**config.mk**
```make
export PLATFORM = sky130hd
export DESIGN_NAME = pipe_stage_reg
export DESIGN_NICKNAME = d
export VERILOG_FILES = /design/src/rtl/pipe_pkg.sv /design/src/rtl/pipe_stage_reg.sv
export SDC_FILE = /design/constraint.sdc
export NUM_CORES = 1
export LEC_CHECK = 0
export CAP_MARGIN = 20
export CORE_ASPECT_RATIO = 1.5
export CORE_MARGIN = 8
export CORE_UTILIZATION = 30
export CTS_BUF_LIST = sky130_fd_sc_hd__clkbuf_2 sky130_fd_sc_hd__clkbuf_4 sky130_fd_sc_hd__clkbuf_8
export CTS_CLUSTER_SIZE = 16
export DETAILED_ROUTE_END_ITERATION = 10
export PLACE_DENSITY = 0.56
export SLEW_MARGIN = 0
export SYNTH_ARGS = -nofsm -noshare
export SYNTH_HDL_FRONTEND = slang
export SYNTH_SLANG_ARGS = --single-unit
```
**constraint.sdc**
```tcl
create_clock -name clk -period 2.16 [get_ports clk]
set_input_delay 0.216 -clock clk [delete_from_list [all_inputs] [get_ports clk]]
set_output_delay 0.216 -clock clk [all_outputs]
set_load 0.05 [all_outputs]
```
**src/rtl/pipe_pkg.sv**
```systemverilog
// Shared pipeline definitions: per-stage payload structs and the stage-register
// state encoding used by pipe_stage_reg.
package pipe_pkg;

   localparam logic [1:0] ST_EMPTY = 2'd0;
   localparam logic [1:0] ST_ONE   = 2'd1;
   localparam logic [1:0] ST_FULL  = 2'd2;

   typedef enum logic [1:0] {
      EMPTY = ST_EMPTY,
      ONE   = ST_ONE,
      FULL  = ST_FULL
   } stage_state_e;

   typedef struct packed {
      logic [31:0] pc;
      logic [31:0] instr;
   } if_id_t;

   typedef struct packed {
      logic [31:0] pc;
      logic [31:0] rs1_val;
      logic [31:0] rs2_val;
      logic [31:0] imm;
      logic [4:0]  rd;
      logic [7:0]  ctrl;
   } id_ex_t;

   typedef struct packed {
      logic        cmp_out;
      logic [31:0] alu_out;
      logic [31:0] rs2_val;
      logic [4:0]  rd;
      logic [7:0]  ctrl;
   } ex_mem_t;

   // 1 + 32 + 32 + 32 = 97 bits
   typedef struct packed {
      logic        cmp_out;
      logic [31:0] alu_out;
      logic [31:0] rdata;
      logic [31:0] pc;
   } mem_wb_t;

   function automatic logic [1:0] state_occupancy(input stage_state_e s);
      logic [1:0] occ;
      occ = 2'd0;
      case (s)
         ONE:     occ = 2'd1;
         FULL:    occ = 2'd2;
         default: occ = 2'd0;
      endcase
      return occ;
   endfunction

endpackage

```
**src/rtl/pipe_stage_reg.sv**
```systemverilog
// Parametrised inter-stage register with valid/ready handshake, synchronous flush
// and an optional two-entry skid buffer that registers the ready path.
module pipe_stage_reg
   import pipe_pkg::*;
#(
   parameter int unsigned          DATA_W    = 32,
   parameter bit                   SKID      = 1'b1,
   parameter logic [DATA_W-1:0]    RESET_VAL = '0
) (
   input  logic              clk,
   input  logic              reset,
   input  logic              flush,
   input  logic              in_valid,
   output logic              in_ready,
   input  logic [DATA_W-1:0] in_data,
   output logic              out_valid,
   input  logic              out_ready,
   output logic [DATA_W-1:0] out_data,
   output logic [1:0]        occupancy
);

   stage_state_e      state;
   logic [DATA_W-1:0] main_q;
   logic              in_fire;
   logic              out_fire;

   assign out_valid = (state != EMPTY);
   assign out_data  = main_q;
   assign occupancy = state_occupancy(state);
   assign in_fire   = in_valid & in_ready;
   assign out_fire  = out_valid & out_ready;

   generate
      if (SKID) begin : g_skid
         logic [DATA_W-1:0] skid_q;

         assign in_ready = (state != FULL);

         // main_q always holds the older payload; skid_q only fills when main is stalled.
         always_ff @(posedge clk or negedge reset) begin
            if (!reset) begin
               state  <= EMPTY;
               main_q <= RESET_VAL;
               skid_q <= RESET_VAL;
            end else if (flush) begin
               state  <= EMPTY;
               main_q <= RESET_VAL;
               skid_q <= RESET_VAL;
            end else begin
               case (state)
                  EMPTY: begin
                     if (in_fire) begin
                        state  <= ONE;
                        main_q <= in_data;
                     end
                  end
                  ONE: begin
                     if (in_fire && out_fire) begin
                        main_q <= in_data;
                     end else if (in_fire) begin
                        state  <= FULL;
                        skid_q <= in_data;
                     end else if (out_fire) begin
                        state <= EMPTY;
                     end
                  end
                  FULL: begin
                     if (out_fire) begin
                        state  <= ONE;
                        main_q <= skid_q;
                     end
                  end
                  default: state <= EMPTY;
               endcase
            end
         end
      end else begin : g_direct
         // in_ready is combinational from out_ready in this mode.
         assign in_ready = !out_valid | out_ready;

         always_ff @(posedge clk or negedge reset) begin
            if (!reset) begin
               state  <= EMPTY;
               main_q <= RESET_VAL;
            end else if (flush) begin
               state  <= EMPTY;
               main_q <= RESET_VAL;
            end else if (in_fire) begin
               state  <= ONE;
               main_q <= in_data;
            end else if (out_fire) begin
               state <= EMPTY;
            end
         end
      end
   endgenerate

endmodule

```
==> results.tsv, run 1 <==
stage	metric	value	unit
yosys	syn_area_per_cell	14.0	um^2
cts	cts_setup_buffers	0	
die	die_h	137	um
sta	setup_tns	0	ns
route	vias_per_cell	5.03	
yosys	synth_area_leaders	dfrtp_1, mux2i_1, a22o_1	
cts	cts_tree	yes	
layout	drive_gt1_share	14.8	%
layout	layout.nets	329	
placed_design	placed_cells	389	
sta	report.final.slew_viol_count	0	
sta	setup_viol	0	
sta	period_needed	1.97	ns
cts	cts_buffers	9	
global_route	grt_pass1_wl	11.8	mm
yosys	synth_cells	209	
worst_setup_path	timing.rr.start	state[0]$_DFFE_PN0P_	
placed_design	gp_congestion	0.732	
sta	rsz0062_at_grt	false	
yosys	synth-seq-cells	66	
yosys	synth_xor_area_share	0	%
worst_setup_path	cp-end-kind	flip-flop	
global_route	grt_max_degree	35	
yosys	synth.cell_area	2920	um^2
worst_setup_path	path_class	flip-flop to flip-flop	
die	io_pins	73	
cts	cts_max_path_buffers	2	
route	first_pass_iters	4	
placed_design	io_buffers	72	
yosys	synth_mux_area_share	11.3	%
yosys	synthAdderAreaFrac	2.14	%
route	antenna_left	0	
worst_setup_path	slowest_delay	0.40	ns
worst_setup_path	crit_chain	inv_1, ha_1, and4bb_1, o32a_2, nand3b_4, buf_4, o2bb2ai_1	
global_route	gr-total-overflow	0	
die	die-area	13200	um^2
die	chipWidth	96.5	um
flow_run	max-cap-violations	0	
yosys	yosysWarnings	0	
yosys	yosysTopAreaCell	dfrtp_1	
worst_setup_path	path_buf_inv	2	
power	p_per_area	979	nW/um^2
layout	nFillCells	954	
yosys	synth-compound-area-share	22.5	%
route	post_drt_wl_per_cell	19.0	um
worst_setup_path	crit_slowest_cell	dfrtp_1	
sta	tightest_slew	0.787	ns
worst_setup_path	cp.required	2.39	ns
yosys	synth_top_family_by_area	compound AO/OA/AOI/OAI gates	
layout	antenna_cells	0	
min_path	worstHoldPathType	input port to asynchronous set/reset pin	
layout	syn_to_final_growth	37.0	%
route	first_iter_violations	122	
cts	clk_pin_slew	0.07	ns
global_route	grtUsageTotal	11.8	%
worst_setup_path	critPathTopFamily	flip-flops	
die	rows	44	
route	num_vias	2043	
power	leakagePower	0.00169	uW
layout	fin_cells	406	
sta	clock-skew-final	0.00644	ns
cts	clock_sinks	66	
outcome	status	finished clean	
cts	cts_root_buffer	clkbuf_8	
yosys	ys_types	27	
global_route	grt_pass1_vias	2263	
sta	relSlewSlack	47.5	%
global_route	antenna_found_initial	0	
yosys	yosysTopAreaCellShare	56.6	%
die	coreArea	9580	um^2
worst_setup_path	start_kind	flip-flop	
yosys	seq_area_frac_synth	56.6	%
worst_setup_path	reg2reg_to	out_data[12]$_DFFE_PN0P_	
cts	worstSkewPairLatency	0.35	ns
sta	fmax	0.509	GHz
power	ir_worst_vdd	495	uV
worst_setup_path	reg2reg_slack	0.19	ns
yosys	syn_nets	251	
yosys	post_synth_and_or_nand_nor_area_fraction	2.87	%
die	initial_core_util	30.5	%
route	drc_errors	0	
cts	htreeDepth	3	
placed_design	dp_hpwl	5.10	mm
sta	period_share	91.0	%
worst_setup_path	r2r_cells	7	
sta	hold_viol	0	
route	drt-total-wl	7.70	mm
worst_setup_path	arrival	2.19	ns
worst_setup_path	cp_max_fo	17	
[synth_stat cells, drive strengths merged]
| master | number |
|---|---|
| a21o | 1 |
| a21oi | 1 |
| a22o | 31 |
| a31oi | 1 |
| and3 | 1 |
| and4bb | 1 |
| buf | 13 |
| clkbuf | 4 |
| dfrtp | 66 |
| ha | 5 |
| inv | 4 |
| mux2i | 33 |
| nand2b | 3 |
| nand3 | 1 |
| nand3b | 1 |
| nor2 | 4 |
| nor2b | 1 |
| o21ai | 2 |
| o21ba | 1 |
| o22a | 1 |
| o2bb2ai | 32 |
| o32a | 1 |
| o32ai | 1 |
[state kept, by name, indices dropped and copies added, names as in the netlist]
register / flops
g_skid.skid_q: 32
out_data: 32
state: 2
[cell type report]
| class | count | area, um^2 | area share (%) |
|---|---|---|---|
| Sequential cell | 66 | 1650 | 41.3 |
| Clock inverter | 3 | 40.0 | 1.00 |
| Clock buffer | 12 | 153 | 3.82 |
| Tap cell | 115 | 144 | 3.60 |
| Multi-Input combinational cell | 123 | 1180 | 29.5 |
| Inverter | 4 | 15.0 | 0.375 |
| Timing Repair Buffer | 83 | 816 | 20.4 |
[worst max-delay path by stage]
stage,from,endpoint,slack (ns),cells past startpoint
2_1_floorplan,state[0]$_DFFE_PN0P_,g_skid.skid_q[10]$_DFFE_PN0P_,0.14,6
3_3_place_gp,state[0]$_DFFE_PN0P_,g_skid.skid_q[0]$_DFFE_PN0P_,0.17,5
3_5_place_dp,state[0]$_DFFE_PN0P_,g_skid.skid_q[29]$_DFFE_PN0P_,0.12,5
4_1_cts,state[0]$_DFFE_PN0P_,g_skid.skid_q[25]$_DFFE_PN0P_,0.10,5
5_1_grt,state[0]$_DFFE_PN0P_,g_skid.skid_q[29]$_DFFE_PN0P_,0.01,7
6_report,state[0]$_DFFE_PN0P_,out_data[12]$_DFFE_PN0P_,0.19,7
[placed cells by master, fill, tap and decap left out, drive strengths merged, types with 2 or more instances in the layout]
master / synthesis / final
a22o: 31 / 31
a31oi: 1 / 2
buf: 13 / 15
clkbuf: 4 / 12
clkdlybuf4s50: 0 / 67
clkinv: 0 / 2
dfrtp: 66 / 66
ha: 5 / 5
inv: 4 / 4
mux2i: 33 / 33
nand2b: 3 / 3
nor2: 4 / 4
o21ai: 2 / 2
o2bb2ai: 32 / 32
[cell families after synthesis]
logic type / Yosys count
buffers and inverters: 21
AND/OR/NAND/NOR: 12
multiplexers: 33
flip-flops: 66
AO/OA/AOI/OAI: 72
adder cells (fa/ha/maj): 5
[power by group]
part | total (uW) | switching (uW) | leakage (uW) | internal (uW)
clock | 1050 | 464 | 0.000103 | 581
sequential | 1500 | 98.7 | 0.000892 | 1400
combinational | 1370 | 870 | 0.000690 | 500
[per-layer routing]
metal	global-route usage, %	up-vias	wire, um
li1	-	955	-
met1	13.8	1026	3300
met2	19.1	51	3860
met3	4.12	11	430
met4	4.56	0	104
met5	0	-	0
[metrics by stage]
step                      cell area (um^2)  util, %  hold WS (ns)  power (uW)  worst slack [ns]
after floorplan                       2920        -       -0.0796        2400             0.144
after global placement                3770     39.3         0.338        2880             0.170
after detailed placement              3770     39.3         0.339        2890             0.123
after CTS                             3970     41.5         0.480        3960             0.104
after global routing                  4000     41.8         0.492        4100            0.0129
final                                 4000     41.8         0.482        3910             0.193
[repair_timing]
| item | CTS | global route |
|---|---|---|
| endpoints found under the setup margin | 0 | 31 |
| resized for setup | 0 | 3 |
| hold endpoints to repair | 32 | 0 |
| hold buffers | 1 | 0 |
No activity file was read; power rests on OpenSTA's default activity.
==> run 2, diff against run 1 <==
--- a/config.mk
+++ b/config.mk
@@ -8,11 +8,11 @@
 export CAP_MARGIN = 20
 export CORE_ASPECT_RATIO = 1.5
 export CORE_MARGIN = 8
-export CORE_UTILIZATION = 30
+export CORE_UTILIZATION = 51
 export CTS_BUF_LIST = sky130_fd_sc_hd__clkbuf_2 sky130_fd_sc_hd__clkbuf_4 sky130_fd_sc_hd__clkbuf_8
 export CTS_CLUSTER_SIZE = 16
 export DETAILED_ROUTE_END_ITERATION = 10
-export PLACE_DENSITY = 0.56
+export PLACE_DENSITY = 0.85
 export SLEW_MARGIN = 0
 export SYNTH_ARGS = -nofsm -noshare
 export SYNTH_HDL_FRONTEND = slang
==> results.tsv, run 2 (synthesized netlist as in run 1, its figures left out) <==
stage	metric	value	unit	change
power	p_switching	1470	uW	+2.4%
sta	period_needed	2.10	ns	+0.138 ns
die	coreArea	5660	um^2	-41%
placed_design	io_buffers	72		unchanged
layout	mostFrequentLayoutCells	clkdlybuf4s50_1, dfrtp_1, mux2i_1		
worst_setup_path	critPathTopFamily	compound AO/OA/AOI/OAI gates		
global_route	antenna_found_initial	0		unchanged
die	io_pins	73		unchanged
cts	clk_pin_slew	0.08	ns	about the same
sta	relSlewSlack	35.7	%	-12 points
layout	syn_to_final_growth	34.8	%	
worst_setup_path	path_buf_inv	1		-1
cts	clock_sinks	66		unchanged
sta	hold_viol	0		unchanged
die	die_h	109	um	-21%
worst_setup_path	arrival	2.38	ns	+0.19 ns
route	first_pass_iters	4		unchanged
global_route	gr-total-overflow	0		unchanged
worst_setup_path	slowest_delay	0.75	ns	+0.35 ns
cts	cts_root_buffer	clkbuf_8		
worst_setup_path	path_class	flip-flop to flip-flop		
route	drt-total-wl	7.65	mm	-0.64%
die	die-area	8450	um^2	-36%
worst_setup_path	start_kind	flip-flop		
power	p_per_area	979	nW/um^2	about the same
global_route	grt_max_degree	33		-5.7%
worst_setup_path	cp_max_fo	15		-2
placed_design	dp_hpwl	4.78	mm	-6.4%
min_path	worstHoldPathType	input port to asynchronous set/reset pin		
global_route	grt_pass1_vias	2258		-0.22%
worst_setup_path	crit_slowest_cell	a31oi_2		
route	antenna_left	0		unchanged
global_route	grt_pass1_wl	11.5	mm	-2.9%
layout	final_common_cell	clkdlybuf4s50_1		
cts	worstSkewPairLatency	0.34	ns	about the same
worst_setup_path	crit_chain	inv_1, ha_1, nand2b_1, a31oi_2, a22o_1		
flow_run	max-cap-violations	0		unchanged
layout	fin_util	69.5	%	+28 points
cts	htreeDepth	3		unchanged
cts	cts_buffers	9		unchanged
sta	period_share	97.4	%	+6.4 points
layout	antenna_cells	0		unchanged
route	first_iter_violations	164		+34%
power	leakagePower	0.00167	uW	-0.79%
sta	setup_tns	0	ns	unchanged
power	ir_worst_vdd	653	uV	+32%
die	initial_core_util	51.6	%	+21 points
worst_setup_path	cp-end-kind	flip-flop		
cts	cts_setup_buffers	0		unchanged
sta	fin_hold_ws	0.383	ns	-0.0990 ns
placed_design	gp_congestion	0.824		+13%
route	vias_per_cell	6.03		+20%
cts	cts_tree	yes		
power	pwr-share-comb	35.4	%	+0.4 points
route	drc_errors	0		unchanged
sta	rsz0062_at_grt	true		
route	num_vias	2194		+7.4%
worst_setup_path	cp.required	2.43	ns	+0.04 ns
power	pwr-share-clk	25.3	%	-1.4 points
die	rows	34		-23%
power	power_frac_seq	39.3	%	+1.0 points
die	chipWidth	77.8	um	-19%
layout	layout.nets	329		unchanged
sta	tightest_slew	0.962	ns	+0.175 ns
power	internal-power	2390	uW	-3.8%
sta	setup_viol	0		unchanged
route	post_drt_wl_per_cell	21.0	um	+11%
power	swShare	38.1	%	+1.5 points
sta	report.final.slew_viol_count	0		unchanged
sta	clock-skew-final	0.00932	ns	+0.00288 ns
outcome	status	finished clean		
sta	fmax	0.475	GHz	-6.5%
global_route	grtUsageTotal	17.3	%	+5.5 points
cts	cts_max_path_buffers	2		unchanged
layout	drive_gt1_share	15.4	%	+0.63 points
## run 2: final cells by class
| class | count | area (um^2) |
|---|---|---|
| Tap cell | 72 | 90.1 |
| Fill cell | 393 | 1720 |
| Timing Repair Buffer | 81 | 776 |
| Clock buffer | 12 | 165 |
| Multi-Input combinational cell | 125 | 1210 |
| Inverter | 4 | 15.0 |
| Clock inverter | 4 | 25.0 |
| Sequential cell | 66 | 1650 |
## run 2: metal layers
layer  wire length, um  vias to the layer above  track usage [%]
met4               235                        0             7.99
met3               495                       21             6.27
met2              3890                       93             28.4
met1              3030                     1114             19.8
met5                 0                        -                0
li1                  -                      966                -
## run 2: timing repair
item                       CTS  global route
gates resized for setup      1             4
hold endpoints to repair    21             0
cloned                       0             3
setup endpoints to repair    3            63
pin swaps                    0             1
hold buffers                 1             0
## run 2: final timing paths
kind / startpoint / end / slack (ns) / cells after the start
setup / recovery: state[0]$_DFFE_PN0P_ / g_skid.skid_q[28]$_DFFE_PN0P_ / 0.06 / 5
hold / removal: reset / g_skid.skid_q[18]$_DFFE_PN0P_ / 0.38 / 2
setup reg to reg: state[0]$_DFFE_PN0P_ / g_skid.skid_q[28]$_DFFE_PN0P_ / 0.06 / 5
hold reg to reg: out_data[1]$_DFFE_PN0P_ / out_data[1]$_DFFE_PN0P_ / 0.49 / 1
max in group asynchronous: reset / out_data[29]$_DFFE_PN0P_ / 1.02 / 3
min in group clk: out_data[1]$_DFFE_PN0P_ / out_data[1]$_DFFE_PN0P_ / 0.49 / 1
## run 2: power by group through the flow
stage          Sequential, uW  Clock (uW)  Combinational [uW]
6_report                 1520         974                1360
5_1_grt                  1530        1050                1430
4_1_cts                  1510         983                1320
3_5_place_dp             1530           0                1310
3_3_place_gp             1530           0                1300
2_1_floorplan            1940           0                 459
## run 2: metrics by stage
step	cell area [um^2]	setup slack, ns	power, uW	cells
floorplan	2920	0.144	2400	209
global placement	3670	0.0867	2830	344
detailed placement	3670	0.0142	2850	344
CTS	3880	0.0170	3820	361
global route	3930	-0.0209	4010	364
finish	3930	0.0559	3850	364
## run 2: worst register-to-register path: cells and delay by family (launching register included)
kind	cells	cell delay (ns)
compound gates	2	1.03
fa+ha+maj	1	0.25
buf+inv	1	0.11
flops	1	0.39
simple gates	1	0.26
==> patch 1: new RTL, settings of run 1 <==
Change the parameter `DATA_W` from 32 to 40.
--- a/src/rtl/pipe_stage_reg.sv
+++ b/src/rtl/pipe_stage_reg.sv
@@ -3,7 +3,7 @@
 module pipe_stage_reg
    import pipe_pkg::*;
 #(
-   parameter int unsigned          DATA_W    = 32,
+   parameter int unsigned          DATA_W    = 40,
    parameter bit                   SKID      = 1'b1,
    parameter logic [DATA_W-1:0]    RESET_VAL = '0
 ) (
Interface: changed (resized in_data and out_data); port bits go from 73 to 89. The function was not compared with the original's and may differ.
==> patch 1 against run 1 <==
- routed wire length rose by 21%
- non-clock buffer count grew 18
- global-route usage grew 0.058 points
- area after synthesis up 30%
- setup slack got worse by 0.029 ns
- fmax is 1.5% lower
- total power increased by 22%
- sequential cell count rose by 16
- combinational power grew 30%
- cell area is 27% higher
- clock power increased by 5%
==> patch 1: results (changes against run 1) <==
| Metric | Value |
|---|---|
| Drt total wl | 9330 µm (+21%) |
| Post-synthesis mux area share | 10.8% (-0.51 points) |
| Filler instances | 1160 (+22%) |
| Leak | 2.11 nW (+25%) |
| M1 wire length | 4090 µm (+24%) |
| Synth Area in Adders | 1.65% (-0.50 points) |
| Average wire per standard cell | 18.5 µm (-2.6%) |
| Met3 Wirelength | 387 µm (-10%) |
| Post-route setup slack | 0.164 ns (-0.0290 ns) |
| GPL Wtd Cong | 0.774 (+5.8%) |
| Finished Core Util | 40.9% (-0.85 points) |
| Core area | 12400 µm² (+30%) |
| Seq area share | 40.3% (-0.99 points) |
| Post-synth top cells | dfrtp_1, mux2i_1, o2bb2ai_2 |
| Crit-path max FO | 15 (-2) |
| DR iter-0 viols | 74 (-39%) |
| Non-CTS buffers | 101 (+22%) |
| Post-synthesis sequential area ratio | 54.1% (-2.5 points) |
| Layout clock area frac | 3.81% (-1.0 points) |
| Critical Path Sink | out_data[28]$_DFFE_PN0P_ |
| Nets@finish | 394 (+20%) |
| Non-clock buffer share | 20.2% (-0.15 points) |
| Largest net degree at the start of global routing | 45 (+29%) |
| Placed cell area | 4890 µm² (+30%) |
| Mapped Nets | 304 (+21%) |
| Top cells by area, synth | dfrtp_1, o2bb2ai_2, mux2i_1 |
| Compound-gate portion of the synthesized area | 26.7% (+4.2 points) |
| Synth Area per Inst | 14.9 µm² (+7.0%) |
| CP arrival | 2.27 ns (+0.08 ns) |
| DP Cell Count | 488 (+25%) |
| Worst Max-Slew Pin Slew | 0.540 ns (-0.247 ns) |
| Outcome | completed |
| Met1 usage | 14.6% (+0.76 points) |
| Fraction of area in multi-input gates | 31.5% (+2.0 points) |
| Met2 routed wirelength | 4670 µm (+21%) |
| Met2 Usage GRT | 19.0% (-0.11 points) |
| Maximum VDD drop | 420 µV (-15%) |
[patch 1: cell types whose count changed after synthesis, moves of 3 or more]
cell | before | now
o2bb2ai_2 | 4 | 40
buf_6 | 6 | 9
dfrtp_1 | 66 | 82
mux2i_1 | 33 | 41
o2bb2ai_1 | 28 | 0
a22o_1 | 31 | 39
[patch 1: worst min path at each step]
stage,slack (ns),end,cells past startpoint,startpoint
after floorplan,-0.08,g_skid.skid_q[0]$_DFFE_PN0P_,0,reset
after global placement,0.23,out_data[10]$_DFFE_PN0P_,1,reset
after detailed placement,0.23,out_data[10]$_DFFE_PN0P_,1,reset
after CTS,0.41,out_data[10]$_DFFE_PN0P_,2,reset
after global routing,0.44,out_data[10]$_DFFE_PN0P_,2,reset
final,0.40,out_data[10]$_DFFE_PN0P_,2,reset
[patch 1: power breakdown]
group          total [mW]  leakage, nW  internal [mW]  switching, mW
registers            1.90         1.11           1.74          0.158
logic                1.78        0.905          0.674           1.11
clock network        1.10       0.0962          0.557          0.546
==> patch 2: new RTL, flow settings as in run 1 <==
Without the edit above. Reset style: synchronous (`reset`), changed in 2 clocked blocks.
--- a/src/rtl/pipe_stage_reg.sv
+++ b/src/rtl/pipe_stage_reg.sv
@@ -37,7 +37,7 @@
          assign in_ready = (state != FULL);
 
          // main_q always holds the older payload; skid_q only fills when main is stalled.
-         always_ff @(posedge clk or negedge reset) begin
+         always_ff @(posedge clk) begin
             if (!reset) begin
                state  <= EMPTY;
                main_q <= RESET_VAL;
@@ -78,7 +78,7 @@
          // in_ready is combinational from out_ready in this mode.
          assign in_ready = !out_valid | out_ready;
 
-         always_ff @(posedge clk or negedge reset) begin
+         always_ff @(posedge clk) begin
             if (!reset) begin
                state  <= EMPTY;
                main_q <= RESET_VAL;
Behaviour: differs if reset is asserted again (counterexample within 4 cycles, from zero or initial values and one cycle with reset low); with reset held inactive, the same outputs for 10 cycles.
==> patch 2 against run 1 <==
- global-route usage is 1.0 points higher
- sequential cell count stayed put
- area after synthesis up 3.0%
- final cell count increased by 22%
- clock skew fell by 0.0024 ns
- setup slack worse by 0.053 ns
- cell area is 1.2% higher
- routed wire length grew 9.9%
Power is not compared: it rests on default switching activity, and its combinational part moved more than twofold at a synthesized area within 25%.
==> patch 2: results (changes against run 1) <==
| Metric | Value |
|---|---|
| Outcome | completed |
| Layout Skew | 0.00401 ns (-0.00244 ns) |
| Met3 Wirelength | 319 µm (-26%) |
| IO Port Bufs | 72 (unchanged) |
| Largest net degree at the start of global routing | 33 (-5.7%) |
| First-pass GRT wire length | 13700 µm (+16%) |
| Leak | 1.56 nW |
| Nets@finish | 412 (+25%) |
| CTS H-tree lvls | 3 (unchanged) |
| Vias in the first global route | 2597 (+15%) |
| Hold Path Class | input pin to flop |
| Post-synthesis cell type count | 25 (-7.4%) |
| Remaining routing DRC violations | 0 (unchanged) |
| Ratio of cells with drive above 1 in the final layout | 18.4% (+3.6 points) |
| Crit-path max FO | 9 (-8) |
| Syn. warnings | 0 (unchanged) |
| Worst Max-Slew Pin Slew | 0.520 ns (-0.267 ns) |
| Average wire per standard cell | 17.0 µm (-10%) |
| Pre-CTS WS | 0.282 ns (+0.159 ns) |
| Top cells by area, synth | dfxtp_1, a211oi_2, mux2i_1 |
| M1 wire length | 3510 µm (+6.1%) |
| Filler instances | 994 (+4.2%) |
| Clk_lat worst skew | 0.35 ns (about the same) |
| First drt pass iteration count | 4 (unchanged) |
| Hpwl dp | 5920 µm (+16%) |
| FFs w/ async S/R, synth | 0% (-100 points) |
| Met2 routed wirelength | 4430 µm (+15%) |
| Maximum VDD drop | 252 µV |
| Initial antenna violation count | 0 (unchanged) |
| CP arrival | 1.80 ns (-0.39 ns) |
| Highest Signal Layer | met4 |
| Root buffer cell | clkbuf_8 |
| GPL Wtd Cong | 0.726 (-0.82%) |
| Vias | 2473 (+21%) |
| Clock Path Buffers | 2 (unchanged) |
| Clk slew on worst S/H paths | 0.07 ns (about the same) |
| Top_reg_cell synth | dfxtp_1 |
| Hold depth | 3 |
| Gr usage total | 12.8% (+1.0 points) |
| Cts bufs inserted | 9 (unchanged) |
| DR iter-0 viols | 84 (-31%) |
| Post-synthesis sequential area ratio | 44.0% (-13 points) |
| N_diodes | 0 (unchanged) |
| Post-synth top cells | dfxtp_1, nand2_1, a211oi_1 |
| Worst r2r path cells | 4 (-3) |
| Mapped Nets | 348 (+39%) |
==> patch 2: cell type report <==
cell class | instances | area (µm²) | share of cell area [%]
Clock inverter | 1 | 5.00 | 0.124
Multi-Input combinational cell | 210 | 1520 | 37.5
Clock buffer | 15 | 200 | 4.94
Inverter | 1 | 3.75 | 0.0927
Sequential cell | 66 | 1320 | 32.6
Timing Repair Buffer | 87 | 856 | 21.1
Tap cell | 117 | 146 | 3.62
==> patch 2: path summary, 6_finish.rpt <==
kind                                  startpoint                             end  slack (ns)
setup / recovery           state[0]$_SDFFE_PP0P_                    occupancy[0]        0.14
hold / removal                       in_data[15]  g_skid.skid_q[15]$_SDFFE_PP0P_        0.45
setup reg to reg           state[0]$_SDFFE_PP0P_        out_data[7]$_SDFFE_PP0P_        0.47
hold reg to reg   g_skid.skid_q[25]$_SDFFE_PP0P_  g_skid.skid_q[25]$_SDFFE_PP0P_        0.45
==> patch 2: routing by layer <==
metal | track usage [%] | vias to the layer above
met4 | 7.59 | 0
met5 | 0 | -
met1 | 13.2 | 1181
met3 | 3.07 | 11
met2 | 23.0 | 46
li1 | - | 1235
==> patch 2: logic make-up after synthesis <==
family                 after synthesis  share of synthesized area, %
AO/OA/AOI/OAI                      101                          27.7
AND/OR/NAND/NOR                     77                          11.0
flip-flops                          66                          44.0
buffers and inverters               35                          6.66
multiplexers                        32                          10.7
==> patch 2: worst max-delay path, stage by stage, from the launching register on <==
cell and delay (ns):
dfxtp_1 0.48, nor2b_1 0.17, clkdlybuf4s50_1 0.81
==> patch 2: timing repair <==
item / in CTS / in global routing
endpoints found under the setup margin: 0 / 1
resized for setup: 0 / 1
hold endpoints to repair: 0 / 0
setup buffers: 0 / 0
==> patch 2: metrics by stage <==
step | hold slack, ns | area [µm²] | total power [mW] | cells | util [%]
after global placement | 0.441 | 3840 | 1.76 | 481 | 38.5
after floorplan | 0.352 | 3010 | 1.58 | 311 | -
after detailed placement | 0.448 | 3840 | 1.76 | 481 | 38.5
final | 0.451 | 4050 | 2.77 | 497 | 40.6
after global routing | 0.443 | 4050 | 2.88 | 497 | 40.6
after CTS | 0.429 | 4050 | 2.81 | 497 | 40.6
==> patch 2: where the power goes <==
part | switching, mW | internal (mW)
logic | 0.266 | 0.190
registers | 0.0243 | 1.25
clock network | 0.452 | 0.585
total | 0.742 | 2.03
